==> src/rtl/ifetch_unit.sv <==
// Instruction-fetch stage: one outstanding read to instruction memory, buffers the
// returned word and hands {pc, inst} to decode with a valid/allowin handshake.
// In-flight fetches are discarded on redirect.
module ifetch_unit #(
  parameter logic [31:0] INST_NOP = 32'h0000_0000,
  parameter int unsigned ADDR_W   = 32
) (
  input  logic              clk,
  input  logic              resetn,
  input  logic [ADDR_W-1:0] pc,
  input  logic              flush,
  output logic              fetch_stall,
  output logic              inst_req,
  output logic [ADDR_W-1:0] inst_addr,
  input  logic              inst_addr_ok,
  input  logic              inst_data_ok,
  input  logic [31:0]       inst_rdata,
  output logic              if_valid,
  output logic [ADDR_W-1:0] if_pc,
  output logic [31:0]       if_inst,
  output logic              if_adel,
  input  logic              id_allowin
);

  typedef enum logic [1:0] {StIdle, StReq, StWait, StHold} state_e;

  state_e              r_state, w_state_d;
  logic                r_cancel, w_cancel_d;
  logic [ADDR_W-1:0]   r_addr, w_addr_d;
  logic [ADDR_W-1:0]   r_if_pc, w_if_pc_d;
  logic [31:0]         r_if_inst, w_if_inst_d;
  logic                r_if_adel, w_if_adel_d;

  // State and payload registers, synchronous active-low reset.
  always_ff @(posedge clk) begin
    if (!resetn) begin
      r_state   <= StIdle;
      r_cancel  <= 1'b0;
      r_addr    <= '0;
      r_if_pc   <= '0;
      r_if_inst <= '0;
      r_if_adel <= 1'b0;
    end else begin
      r_state   <= w_state_d;
      r_cancel  <= w_cancel_d;
      r_addr    <= w_addr_d;
      r_if_pc   <= w_if_pc_d;
      r_if_inst <= w_if_inst_d;
      r_if_adel <= w_if_adel_d;
    end
  end

  // Next-state logic: fetch sequencing, cancel tracking and payload capture.
  always_comb begin
    w_state_d   = r_state;
    w_cancel_d  = r_cancel;
    w_addr_d    = r_addr;
    w_if_pc_d   = r_if_pc;
    w_if_inst_d = r_if_inst;
    w_if_adel_d = r_if_adel;
    unique case (r_state)
      StIdle: begin
        // A flush means pc is about to change, so it is not worth fetching.
        if (!flush) begin
          if (pc[1:0] != 2'b00) begin
            w_if_pc_d   = pc;
            w_if_inst_d = INST_NOP;
            w_if_adel_d = 1'b1;
            w_state_d   = StHold;
          end else begin
            w_addr_d  = pc;
            w_state_d = StReq;
          end
        end
      end
      StReq: begin
        // The request cannot be withdrawn; remember to drop its response.
        if (flush) w_cancel_d = 1'b1;
        if (inst_addr_ok) w_state_d = StWait;
      end
      StWait: begin
        if (inst_data_ok) begin
          if (r_cancel || flush) begin
            w_cancel_d = 1'b0;
            w_state_d  = StIdle;
          end else begin
            w_if_pc_d   = r_addr;
            w_if_inst_d = inst_rdata;
            w_if_adel_d = 1'b0;
            w_state_d   = StHold;
          end
        end else if (flush) begin
          w_cancel_d = 1'b1;
        end
      end
      StHold: begin
        if (flush || id_allowin) w_state_d = StIdle;
      end
      default: w_state_d = StIdle;
    endcase
  end

  // Outputs decoded from state; stall releases only on a real handoff.
  always_comb begin
    inst_req    = (r_state == StReq);
    inst_addr   = r_addr;
    if_valid    = (r_state == StHold);
    if_pc       = r_if_pc;
    if_inst     = r_if_inst;
    if_adel     = r_if_adel;
    fetch_stall = !((r_state == StHold) && id_allowin && !flush);
  end

endmodule

==> config.mk <==
export PLATFORM = sky130hd
export DESIGN_NAME = ifetch_unit
export DESIGN_NICKNAME = d
export VERILOG_FILES = /design/src/rtl/ifetch_unit.sv
export SDC_FILE = /design/constraint.sdc
export NUM_CORES = 1
export LEC_CHECK = 0
export ABC_AREA = 1
export CORE_ASPECT_RATIO = 2
export CORE_MARGIN = 2
export CORE_UTILIZATION = 40
export CTS_CLUSTER_SIZE = 30
export DETAILED_ROUTE_END_ITERATION = 7
export PLACE_DENSITY = 0.77
export SLEW_MARGIN = 20
export SYNTH_ARGS = -nofsm -noshare
export SYNTH_HDL_FRONTEND = slang
export SYNTH_SLANG_ARGS = --single-unit
==> constraint.sdc <==
create_clock -name clk -period 1.4 [get_ports clk]
set_clock_uncertainty 0.1 [all_clocks]
set_input_delay 0.14 -clock clk [delete_from_list [all_inputs] [get_ports clk]]
set_output_delay 0.14 -clock clk [all_outputs]
set_load 0.05 [all_outputs]
* Word level (Yosys, flattened, before mapping)
Index checks and enable logic that the tools add are counted.
** Storage, ports and cells
- Register bits :: 100
- Word-level logic and storage cells :: 58
- Output and inout port bits :: 100
- Input port bits :: 70
** Operators by class
- Reduce and logical (&&, ||, !) cells :: 14
- Bitwise logic cells :: 2
- Eq/ne operators :: 10
- Mux-type cells :: 26
** Operator list (number)
- 32-bit 2-to-1 mux :: 8
- 32-bit one-hot mux with 2 select lines :: 2
- 2-bit 2-to-1 mux :: 6
- 2-bit inequality test, second input constant :: 4
- 2-bit one-hot mux with 4 select lines :: 1
- 1-bit 2-to-1 mux :: 7
- 2-bit nonzero test :: 3
- 5-bit AND reduction :: 1
- 2-bit equality test, second input constant :: 2
- 2-bit by 1-bit inequality test with 1-bit output, second input constant :: 2
- 1-bit one-hot mux with 2 select lines :: 2
- 4-bit AND reduction :: 1
- 3-bit inequality test, second input constant :: 1
- 3-bit AND reduction :: 1
- 2-bit by 1-bit equality test with 1-bit output, second input constant :: 1
- 1-bit logical AND :: 2
- 1-bit zero test :: 2
- 2-bit zero test :: 1
- 1-bit logical OR :: 2
- 1-bit inverter :: 2
- 2-bit AND reduction :: 1

* Depth between registers and ports, before layout
- Depth in word-level cells :: 4
- Depth in mapped cells :: 9
- Depth with buffers taken out :: 9

* Least setup slack after synthesis
OpenSTA, ideal clock, no wires.
- Kind :: reg-to-output
- Start :: register r_state[1]
- End :: output fetch_stall
- Required time :: 1160 ps
- Path slack :: -144 ps
- Arrival :: 1304 ps
- Stages on the path, launching flop included :: 4
- Path buffers :: 0
- Path through :: dfxtp_1 nand2_1 inv_1 nand3_1
** Between the ends
- Longest elaborated chain between the ends :: 4
** RTL lines
- from (decl) :: RTL line 27 : state_e r_state, w_state_d;
- from (signal assigned) :: RTL line 37 : r_state <= StIdle;
- from (signal assigned) :: RTL line 44 : r_state <= w_state_d;
- 2-bit equality test
- net if_valid :: RTL line 18 : output logic if_valid,
- 1-bit logical AND (2 in a row) :: RTL line 111 : fetch_stall = !((r_state == StHold) && id_allowin && !flush);
- 1-bit zero test :: RTL line 111
- to (decl) :: RTL line 12 : output logic fetch_stall,
The timed path passes the listed nets, and every way through them passes these cells.

* Worst setup path in the final report
- Start :: register r_state[1]
- End :: register r_if_pc[3] (netlist: if_pc[3])
** Between the ends
- Longest elaborated chain between the ends :: 3
- Elaborated cells between the ends (all ways) :: 9
- Those cells by class :: eq/ne: 5; mux: 1; reduce/logical: 3
** RTL lines
- 2-bit equality test / 2-bit zero test (equally long branches) :: RTL line 61 : unique case (r_state)
- 2-bit inequality test (no source line) / 2-bit nonzero test (equally long branches)
- 5-bit AND reduction (no source line)
- to (signal assigned) :: RTL line 47 : r_if_pc <= w_if_pc_d;
- to (decl) :: RTL line 30 : logic [ADDR_W-1:0] r_if_pc, w_if_pc_d;
Parallel ways exist; a longest one is shown, timed or not.
A chain may end at the register's enable or synchronous reset.

==> results.yml <==
worst_setup_path:
  crit_required_ns: 1.53
  worst-path-buf-inv: 2
  path_cells: "nor2_4 -> nand2_2 -> nand3_4 -> nor2_4 -> buf_12 -> clkbuf_16 -> nand2_1 -> nand2_1 -> nor2_1"
  slowest_stage: "dfxtp_4"
  cp_slowest_stage_delay_ns: 0.39
  cp_top_family: "simple AND/OR/NAND/NOR gates"
  startpoint_type: "flop"
  worstPathArrival_ns: 1.65
  path_max_fanout: 8
  end_kind: "flop"
  critPathKind: "reg2reg"
drt:
  vias_per_cell: 4.67
  routed_wl_mm: 13.6
  final_antenna_net_count: 0
  vias: 4692
  drc: 0
  drt-initial-drc-count: 249
  routedWlPerCell_um: 13.5
  dr.pass1.iters: 4
clock_network:
  numCtsBuffers: 9
  cts_hold_buffers: 0
  htreeDepth: 3
  clk_pin_slew_ns: 0.07
  cts_root_buf: "clkbuf_16"
  clock-sinks: 100
  clk_latency_ns: 0.33
  clockBufferDepth: 2
  cts_tree: "done"
placement:
  place_congestion: 0.813
  hpwl_mm: 9.63
  io_buffers: 169
  dp_slack_ns: -0.390
timing:
  max_freq_mhz: 659
  period_share_pct: 108
  slew_headroom_pct: 77.6
  worstMarginPinSlew_ns: 0.336
  rsz0062_at_grt: "yes"
  slew_viol_final: 0
  finalCriticalPeriod_ns: 1.52
  hold_viol: 0
  hold_ws_ns: 0.195
  setup_violations: 67
  fin_ws_ns: -0.118
global_routing:
  grtUsageMet2_pct: 41.6
  grt.busiest_layer: "met2"
  antenna_found_initial: 0
  grt_use_met1_pct: 21.4
  grt_pass1_vias: 4568
  use_met3_pct: 4.40
  grt_max_degree: 78
  grt_pass1_wl_mm: 21.1
  grt_usage_pct: 21.9
  overflow: 0
die:
  die_h_um: 154
  boundaryPins: 170
  start_util_pct: 41.1
  rows: 54
  dieArea_mm2: 0.0122
  core_area_mm2: 0.0109
  die_w_um: 79.0
pwr:
  intPower_uw: 9400
  clock_power_share_pct: 14.7
  seqPwrFrac_pct: 26.8
  p_sw_uw: 6760
  netSwitchingFraction_pct: 41.8
  combPwrFrac_pct: 58.5
  peakVddDrop_mv: 1.08
  powerDensity_mw_per_mm2: 2020
  p_leak_uw: 0.00366
synth:
  avgSynthCellArea_um2: 6.57
  synth_area_mm2: 0.00450
  yosysSeqAreaShare_pct: 44.5
  synthCells: 685
  synth_cell_types: 20
  ys_warn_count: 0
  yosys.area.top_type: "dfxtp_1"
  ys_ff_latch: 100
  netlist_top_cells_area: "dfxtp_1, nand2_1, nor2_1"
  syn_nets: 755
  synth_top_area_share_pct: 44.5
outcome:
  violations: "setup timing"
  outcome: "finished with violations"
cells_and_area:
  insertedDiodeCount: 0
  synthToLayoutAreaGrowth_pct: 77.3
  drive_gt1_share_pct: 19.9
  nNetsFinal: 932
  fillCellCount: 834
job:
  maxCapViolations: 0
worst_hold_path:
  hp-class: "in2reg"
==> final timing paths <==
path / depth (start not counted) / startpoint / end / slack [ns]
max: 9 / r_state[1]$_SDFFE_PN0P_ / if_pc[3]$_SDFFE_PN0P_ / -0.12
min: 4 / resetn / if_pc[21]$_SDFFE_PN0P_ / 0.20
max reg2reg: 9 / r_state[1]$_SDFFE_PN0P_ / if_pc[3]$_SDFFE_PN0P_ / -0.12
min reg2reg: 2 / inst_addr[14]$_SDFFE_PN0P_ / inst_addr[14]$_SDFFE_PN0P_ / 0.40
==> cells in the mapped netlist (all sizes together) <==
cell	n
o21bai	18
clkbuf	11
o21ai	62
nor2	157
dfxtp	100
inv	92
clkinv	1
nand3	7
nand2	175
buf	29
a21oi	33
==> tightest hold or removal path, stage by stage <==
cell and delay, ns:
buf_2 0.12, buf_4 0.21, nand2_1 0.09, nor2_1 0.03
==> logic make-up after synthesis <==
kind of cell,share of synthesized area (%)
AO/OA/AOI/OAI,13.6
buffers and inverters,12.6
flip-flops,44.5
AND/OR/NAND/NOR,29.2
==> cell usage in the layout, fill, tap and decap left out, types with 7 or more instances in the layout <==
| master | synthesis | routed |
|---|---|---|
| buf_4 | 2 | 21 |
| o21ai_0 | 61 | 53 |
| o21ai_1 | 0 | 7 |
| nand2_1 | 171 | 168 |
| dfxtp_1 | 100 | 98 |
| buf_12 | 0 | 106 |
| o21bai_1 | 18 | 18 |
| clkbuf_16 | 0 | 14 |
| nor2_1 | 156 | 153 |
| inv_1 | 90 | 87 |
| a21oi_1 | 33 | 33 |
| clkdlybuf4s50_1 | 0 | 67 |
==> layer usage <==
metal	wire, um	up-vias
met3	548	35
met4	551	0
li1	-	2415
met5	0	-
met2	7660	130
met1	4810	2112
==> area by class of cell <==
class / count / area [um2] / share of cell area [%]
clock buffers: 12 / 236 / 2.96
multi-input cells: 452 / 1980 / 24.8
clock inverters: 2 / 37.5 / 0.470
well taps: 140 / 175 / 2.19
inverters: 93 / 349 / 4.37
repair buffers: 206 / 3200 / 40.1
flip-flops and latches: 100 / 2010 / 25.2
==> power by group through the flow <==
stage | registers, uW | logic [uW] | clock network, uW
floorplan | 6370 | 2600 | 0
global placement | 4360 | 8660 | 0
detailed placement | 4390 | 8780 | 0
CTS | 4340 | 9040 | 2430
global route | 4430 | 10000 | 2540
finish | 4330 | 9450 | 2370
==> flip-flops by register name (all words and copies together), names as in the netlist <==
register and flops:
if_inst 32, if_pc 32, inst_addr 32, r_state 2, if_adel 1, r_cancel 1
==> through the flow <==
step / instances / total power [uW] / cell area, um2 / setup TNS (ns) / util (%)
2_1_floorplan: 685 / 8970 / 4520 / 0 / -
3_3_place_gp: 981 / 13000 / 7450 / -28.03 / 68.1
3_5_place_dp: 981 / 13200 / 7450 / -29.69 / 68.1
4_1_cts: 999 / 15800 / 7820 / -1.55 / 71.5
5_1_grt: 1005 / 17000 / 7980 / -11.19 / 72.9
6_report: 1005 / 16200 / 7980 / -4.04 / 72.9
==> what timing repair did <==
| action | CTS | global route |
|---|---|---|
| gates resized for setup | 15 | 11 |
| buffers inserted | 3 | 1 |
| endpoints found under the setup margin | 69 | 98 |
| pin swaps | 0 | 2 |
| gates cloned | 1 | 5 |
Power figures use the tool's default switching activity.
